--- src/rtl/cpu_pkg.sv ---
// cpu_pkg: shared constants and state encoding for the multicycle MIPS datapath
package cpu_pkg;
    localparam int DATA_W = 32;
    localparam logic [5:0] F_MULT = 6'b011000;
    localparam logic [5:0] F_DIV  = 6'b011010;
    typedef enum logic [1:0] {
        MD_IDLE = 2'd0,
        MD_MULT = 2'd1,
        MD_DIV  = 2'd2,
        MD_DONE = 2'd3
    } md_state_e;
endpackage

--- src/rtl/md_sign_fix.sv ---
// md_sign_fix: conditional two's-complement negate, used for operand magnitude and result sign
module md_sign_fix #(
    parameter int W = 32
) (
    input  logic [W-1:0] val,
    input  logic         neg,
    output logic [W-1:0] res
);
    assign res = neg ? -val : val;
endmodule

--- src/rtl/mult_div_unit.sv ---
// mult_div_unit: sequential signed multiply (shift-add) and divide (restoring), one bit per cycle
module mult_div_unit #(
    parameter int DATA_W = cpu_pkg::DATA_W,
    parameter int CNT_W  = 6
) (
    input  logic              clk,
    input  logic              reset_n,
    input  logic              mult_start,
    input  logic              div_start,
    input  logic [DATA_W-1:0] op_a,
    input  logic [DATA_W-1:0] op_b,
    output logic [DATA_W-1:0] hi,
    output logic [DATA_W-1:0] lo,
    output logic              mult_done,
    output logic              div_done,
    output logic              div_zero,
    output logic              busy
);
    import cpu_pkg::*;

    md_state_e             state, state_nx;
    logic [CNT_W-1:0]      cnt;
    logic [2*DATA_W-1:0]   acc;
    logic [DATA_W-1:0]     mag_b;
    logic                  sign_a, sign_b, is_div, dz;
    logic [DATA_W-1:0]     abs_a, abs_b, quot_fix, rem_fix;
    logic [2*DATA_W-1:0]   prod_fix;
    logic [DATA_W:0]       add_sum, rem_sh;
    logic [DATA_W-1:0]     trial;
    logic                  last;

    md_sign_fix #(.W(DATA_W))   u_abs_a (.val(op_a), .neg(op_a[DATA_W-1]), .res(abs_a));
    md_sign_fix #(.W(DATA_W))   u_abs_b (.val(op_b), .neg(op_b[DATA_W-1]), .res(abs_b));
    md_sign_fix #(.W(2*DATA_W)) u_prod  (.val(acc), .neg(sign_a ^ sign_b), .res(prod_fix));
    md_sign_fix #(.W(DATA_W))   u_quot  (.val(acc[DATA_W-1:0]), .neg(sign_a ^ sign_b), .res(quot_fix));
    md_sign_fix #(.W(DATA_W))   u_rem   (.val(acc[2*DATA_W-1:DATA_W]), .neg(sign_a), .res(rem_fix));

    // Upper accumulator half plus multiplicand when the multiplier LSB is set; carry kept for the shift
    assign add_sum = {1'b0, acc[2*DATA_W-1:DATA_W]} + (acc[0] ? {1'b0, mag_b} : '0);
    // Remainder after the left shift, one bit wider so the trial compare never wraps
    assign rem_sh  = acc[2*DATA_W-1:DATA_W-1];
    // Low bits suffice: a kept difference is always below the divisor
    assign trial   = rem_sh[DATA_W-1:0] - mag_b;
    assign last    = cnt == CNT_W'(1);

    // State register
    always_ff @(posedge clk or negedge reset_n) begin
        if (!reset_n) state <= MD_IDLE;
        else          state <= state_nx;
    end

    // Next-state selection; mult wins over div, divide-by-zero skips the iterations
    always_comb begin
        state_nx = state;
        busy     = state != MD_IDLE;
        case (state)
            MD_IDLE: state_nx = mult_start ? MD_MULT : div_start ? (|op_b ? MD_DIV : MD_DONE) : MD_IDLE;
            MD_MULT: state_nx = last ? MD_DONE : MD_MULT;
            MD_DIV:  state_nx = last ? MD_DONE : MD_DIV;
            default: state_nx = MD_IDLE;
        endcase
    end

    // Operand capture, per-bit iteration and sign-corrected result registration
    always_ff @(posedge clk or negedge reset_n) begin
        if (!reset_n) begin
            cnt       <= '0;
            acc       <= '0;
            mag_b     <= '0;
            sign_a    <= 1'b0;
            sign_b    <= 1'b0;
            is_div    <= 1'b0;
            dz        <= 1'b0;
            hi        <= '0;
            lo        <= '0;
            mult_done <= 1'b0;
            div_done  <= 1'b0;
            div_zero  <= 1'b0;
        end else begin
            mult_done <= 1'b0;
            div_done  <= 1'b0;
            div_zero  <= 1'b0;
            case (state)
                MD_IDLE: begin
                    if (mult_start || div_start) begin
                        acc    <= {{DATA_W{1'b0}}, abs_a};
                        mag_b  <= abs_b;
                        sign_a <= op_a[DATA_W-1];
                        sign_b <= op_b[DATA_W-1];
                        is_div <= !mult_start;
                        dz     <= !mult_start && op_b == '0;
                        cnt    <= CNT_W'(DATA_W);
                    end
                end
                MD_MULT: begin
                    acc <= {add_sum, acc[DATA_W-1:1]};
                    cnt <= cnt - 1'b1;
                end
                MD_DIV: begin
                    acc <= (rem_sh >= {1'b0, mag_b}) ? {trial, acc[DATA_W-2:0], 1'b1}
                                                     : {acc[2*DATA_W-2:0], 1'b0};
                    cnt <= cnt - 1'b1;
                end
                default: begin
                    if (!is_div) begin
                        {hi, lo}  <= prod_fix;
                        mult_done <= 1'b1;
                    end else begin
                        if (!dz) begin
                            hi <= rem_fix;
                            lo <= quot_fix;
                        end
                        div_done <= 1'b1;
                        div_zero <= dz;
                    end
                end
            endcase
        end
    end
endmodule

--- config.mk ---
export PLATFORM = sky130hd
export DESIGN_NAME = mult_div_unit
export DESIGN_NICKNAME = d
export VERILOG_FILES = /design/src/rtl/cpu_pkg.sv /design/src/rtl/md_sign_fix.sv /design/src/rtl/mult_div_unit.sv
export SDC_FILE = /design/constraint.sdc
export NUM_CORES = 1
export LEC_CHECK = 0
export ABC_AREA = 1
export CORE_UTILIZATION = 37
export CTS_BUF_LIST = sky130_fd_sc_hd__clkbuf_16
export DETAILED_ROUTE_END_ITERATION = 10
export GPL_ROUTABILITY_DRIVEN = 0
export MAX_ROUTING_LAYER = met4
export PLACE_DENSITY = 0.56
export SLEW_MARGIN = 20
export SYNTH_ARGS = -nofsm -noshare
export SYNTH_HDL_FRONTEND = slang
export SYNTH_SLANG_ARGS = --single-unit
--- constraint.sdc ---
create_clock -name clk -period 5.8 [get_ports clk]
set_clock_uncertainty 0.05 [all_clocks]
set_input_delay 0.87 -clock clk [delete_from_list [all_inputs] [get_ports clk]]
set_output_delay 0.87 -clock clk [all_outputs]
set_load 0.02 [all_outputs]
# [Word level (Yosys, flattened, before mapping)]
# Cells that the tools add are included.
[totals] ff_bits=175
[classes] order_cmp=1 eq_ne=5 bitwise_logic=2 reduce_logical=15 mux=27 add_sub_neg=8
[op_table] cell="$mux W32" n=9
[op_table] cell="$mux W64" n=3
[op_table] cell="$pmux W64 S3" n=1
[op_table] cell="$neg A32 Y32" n=4
[op_table] cell="$neg A64 Y64" n=1
[op_table] cell="$add A32 B32 Y33" n=1
[op_table] cell="$ge A33 B32 Y1" n=1
[op_table] cell="$logic_not A32 Y1" n=1
[op_table] cell="$reduce_or A32 Y1" n=1
[op_table] cell="$sub A32 B32 Y32" n=1
[op_table] cell="$pmux W6 S2" n=1
[op_table] cell="$mux W1" n=8
[op_table] cell="$reduce_and A2 Y1" n=4
[op_table] cell="$eq A6 B1 Y1 const B" n=1
[op_table] cell="$mux W2" n=3
[op_table] cell="$mux W6" n=1
[op_table] cell="$pmux W2 S3" n=1
[op_table] cell="$sub A6 B1 Y6 const B" n=1
[op_table] cell="$ne A2 B2 Y1 const B" n=2
[op_table] cell="$reduce_bool A2 Y1" n=2
[op_table] cell="$reduce_bool A3 Y1" n=1
[op_table] cell="$reduce_or A3 Y1" n=1
[op_table] cell="$eq A2 B1 Y1 const B" n=1
[op_table] cell="$eq A2 B2 Y1 const B" n=1
[op_table] cell="other kinds (7)" n=7

# [Logic depth before layout (Yosys ltp)]
[depth] word_depth=5 depth_mapped=19 mapped_depth_nobuf=18

# [Modules after synthesis]
# From an unflattened synthesis, not the netlist that was laid out.
[unflattened] cells_unflattened=3385 hier_area_um2=20065.5
[by_module_without_submodules] mod="mult_div_unit" cells_each=1987 n_inst=1 area_per_inst_um2=13445.4
[by_module_without_submodules] mod="md_sign_fix (u_abs_a ...)" cells_each=225 n_inst=4 area_per_inst_um2=1052.3
[by_module_without_submodules] mod="md_sign_fix (u_prod)" cells_each=498 n_inst=1 area_per_inst_um2=2411.1

# [Worst setup path before layout]
# Ideal clock, no wire load.
[synth_timing] path_type="flip-flop to flip-flop" start="register acc[0]" end="register acc[59]" setup_time_ps=117 stages_incl_launch_ff=20 slack_ps=3277 arrival_time_ps=2356 path_cell_list="dfrtp_1 -> buf_2 -> clkbuf_1 -> nand2_1 -> inv_1 -> ha_1 -> inv_1 -> fa_1 -> o21ai_1 -> nand3_1 -> nand2_1 -> nand2_1 -> nand2_1 -> nand2_1 -> nand2_1 -> nand2_1 -> nand3_1 -> nand2_1 -> nand2_1 -> nand2_1"
[synth_via] elab_chain_cells=3
[synth_rtl] element="start, declared" line="mult_div_unit.sv:23" source="logic [2*DATA_W-1:0] acc;"
[synth_rtl] element="start signal, assigned" line="mult_div_unit.sv:86" source="acc <= {{DATA_W{1'b0}}, abs_a};"
[synth_rtl] element="start signal, assigned" line="mult_div_unit.sv:96" source="acc <= {add_sum, acc[DATA_W-1:1]};"
[synth_rtl] element="start signal, assigned" line="mult_div_unit.sv:100" source="acc <= (rem_sh >= {1'b0, mag_b}) ? {trial, acc[DATA_W-2:0], 1'b1}"
[synth_rtl] element="$mux W32" line="mult_div_unit.sv:39" source="assign add_sum = {1'b0, acc[2*DATA_W-1:DATA_W]} + (acc[0] ? {1'b0, mag_b} : '0);"
[synth_rtl] element="$add A32 B32 Y33" line="mult_div_unit.sv:39"
[synth_rtl] element="$pmux W64 S3" line="mult_div_unit.sv:83" source="case (state)"
# Every way passes these cells.
# A chain may end at the register's enable or synchronous reset.

# [Worst setup path in the final report]
[layout_timing] start="register acc[54]" end="register acc[61]"
[layout_via] elab_chain_cells=3 word_cells_on_any_way=5 classes_between="add/sub: 2; order compare: 1; mux: 2"
[layout_rtl] element="$sub A32 B32 Y32 / $ge A33 B32 Y1 (equally long branches)" line="mult_div_unit.sv:43, mult_div_unit.sv:100"
[layout_rtl] element="$mux W64" line="mult_div_unit.sv:100"
[layout_rtl] element="$pmux W64 S3 *" line="mult_div_unit.sv:83"
# Mark *: on every way between the ends. The rest lies on a longest branch, timed or not.

==> results.toml <==
[timing]
timing.fmax_mhz = 285
setup_viol = 0
max-slew-margin-rel_pct = 37.0
fin_ws_ps = 2290
rsz0062_at_grt = "no"
final-hold-violation-count = 0
final-max-slew-violation-count = 0
fin_crit_sh_pct = 60.5
fin_setup_tns_ps = 0
min_period_ps = 3510
worst_slew_pin_slew_ps = 939

[routing]
drc_errors = 0
drt-total-wl_um = 61700
vias = 18600
ant_nets = 0
via_per_inst = 5.24
met2WireLength_um = 25400
met1_length_um = 29500
routed-wl-met3_um = 5100
dr.pass1.iters = 6
drt_iter0_drc = 2157
wl_per_cell_um = 17.3
highest_layer = "met4"

[pwr]
finalPower_mw = 13.2
switching_power_mw = 7.73
ir_drop_mv = 0.302
share_comb_of_total_power_pct = 71.7
leakage_nw = 10.4
p_clk_share_pct = 8.8
power.density_nw_per_um2 = 680
swShare_pct = 58.8
p_int_mw = 5.43
pwr-share-seq_pct = 19.5

[hold_path]
hp-class = "input port to asynchronous set/reset pin"

[setup_path]
crit_arrival_ps = 3850
cp_max_fo = 33
crit_buf_inv = 1
critPathSlowestCell = "dfrtp_1"
crit_path_max_incr_delay_ps = 670
crit_required_ps = 6140
path_delay_family = "simple AND/OR/NAND/NOR gates"
path_cells = "ha_1, nand2_1, inv_1, nand2_1, nand2_1, a21oi_1, nor2_1, nor2_4, nand2_4, nand2_2, nand2_1, nand2_1, nand2_1, nand2_1, nand2_1"
crit_path_end_kind = "flip-flop"
path_class = "flip-flop to flip-flop"
path_common_cell = "nand2_1"
cp-start-kind = "flip-flop"

[floorplanning]
die-area_sq_um = 46600
rows = 77
die_w_um = 216
start_util_pct = 37.9
core_sq_um = 44700
die_h_um = 216
num_io_pins = 136

[yosys]
synth.cell_area_sq_um = 16900
yosysMostFrequentCell = "nand2_1"
synth_area_per_cell_sq_um = 5.90
yosysTopAreaCell = "dfrtp_1"
synthFlopType = "dfrtp_1"
async_flop_share_pct = 100
synthTopCellsByArea = "dfrtp_1 26%, nand2_1 22%, inv_1 8.7%"
yosysSeqAreaShare_pct = 25.9
ys_ff_latch = 175
yosys-top-cells-count = "1012 x nand2_1, 392 x inv_1, 282 x nor2_1, 275 x nand3_1, 175 x dfrtp_1"
synth_nets = 3013
synth_top_area_share_pct = 25.9
ys_warn_count = 0
synth_edf_count = 0
syn_inst = 2869
synthDistinctLibCells = 51

[layout]
fillers = 4938
n_antenna_cell = 0
drive_gt1_share_pct = 3.10
stdcell_count = 3557
area_growth_pct = 14.4
final_nets = 3097
multi_input_area_sq_um = 10700
regArea_sq_um = 4380
stdcell_area_sq_um = 19400

[clock_tree]
cts_sinks = 175
clockBufferDepth = 2
cts_hold_buf = 0
post_cts_buffers = 0
numCtsBuffers = 17
clockRootBuffer = "clkbuf_16"
cts_tree = "yes"
clock_latency_ps = 510
cts_htree_levels = 4
path_clk_slew_ps = 80
post_cts_resized = 0

[placed_design]
place.port_buffers = 135
placed_area_sq_um = 18800
dp_cells = 3526
hpwlAfterDp_um = 49600
place_ws_ps = 1850

[job]
maxCapViolCount = 0

[global_route]
grt_pass1_wl_um = 97800
grt_pass1_vias = 17400
grt_usage_pct = 27.8
antenna_found_initial = 0
grt_max_degree = 93
gr-total-overflow = 0

[outcome]
status = "finished, final reports clean"
[logic make-up after synthesis]
family                   count (synthesis)  share of synthesized area (%)
buffers and inverters                  484                           11.0
AND/OR/NAND/NOR                       1689                           41.5
AO/OA/AOI/OAI                          364                           11.7
flip-flops                             175                           25.9
adder cells (fa/ha/maj)                 76                           5.71
XOR/XNOR                                81                           4.19
[per-layer routing]
metal | vias up | GRT usage (%)
met3 | 91 | 3.75
li1 | 9299 | -
met4 | 0 | 9.48
met2 | 794 | 39.6
met5 | - | -
met1 | 8441 | 40.0
[cell usage in the layout, fill, tap and decap left out, types with 5 or more instances in the layout]
cell             synthesis  final
xnor2_1                 18     18
nand2_1               1012   1012
a21oi_1                109    108
nor3_1                  24     24
xor2_1                  63     63
inv_6                    0      5
or2_2                   18     18
nand3b_1                11     11
o22ai_1                 28     28
o21ai_1                 20     20
nand4_1                 40     40
inv_1                  392    389
and2_1                   6      6
dfrtp_1                175    175
clkdlybuf4s50_1          0    134
nand3_1                275    275
o21bai_1                 8      8
nor2_1                 282    281
buf_4                    0     16
clkbuf_16                0     17
a31oi_1                 20     20
ha_1                    74     74
o211ai_1                 5      5
o21ai_0                153    153
[stage by stage]
stage / utilization, % / hold slack, ps
after floorplan: - / 420
after global placement: 42.0 / 412
after detailed placement: 42.0 / 415
after CTS: 43.3 / 292
after global routing: 43.3 / 315
final: 43.3 / 291
[path summary, 6_finish.rpt]
check / startpoint / end / slack [ps] / cells past startpoint
worst max-delay path: acc[54] / acc[61] / 2290 / 15
worst min-delay path: reset_n / lo[6] / 290 / 1
worst max register to register: acc[54] / acc[61] / 2290 / 15
worst min register to register: hi[10] / hi[10] / 430 / 2
max in group asynchronous: reset_n / acc[2] / 4110 / 2
min in group clk: hi[10] / hi[10] / 430 / 2
[area by class of cell]
type | instances | share of cell area, %
multi-input cells | 2210 | 55.3
well taps | 592 | 3.83
clock inverters | 14 | 0.763
flip-flops and latches | 175 | 22.6
inverters | 398 | 7.72
clock buffers | 17 | 2.20
repair buffers | 151 | 7.62
[worst reg2reg max path, stage by stage, from the launching register on]
cell	delay, ps
dfrtp_1	670
ha_1	390
nand2_1	140
inv_1	50
nand2_1	60
nand2_1	70
a21oi_1	170
nor2_1	90
nor2_4	580
nand2_4	420
nand2_2	360
nand2_1	100
nand2_1	100
nand2_1	60
nand2_1	50
nand2_1	50
[flip-flops by register name, summed over array words and instances (netlist names)]
name and cells:
state 2, mult_done 1, sign_a 1, lo 32, sign_b 1, dz 1
cnt 6, is_div 1, acc 64, div_zero 1, div_done 1, mag_b 32
hi 32
[power by group through the flow]
stage	logic [mW]	clock network, mW	registers (mW)
finish	9.44	1.16	2.56
global route	10.6	1.24	2.63
CTS	9.29	1.20	2.53
detailed placement	9.25	0	2.56
global placement	9.16	0	2.54
floorplan	6.44	0	2.47
(Power assumes the default switching activity.)
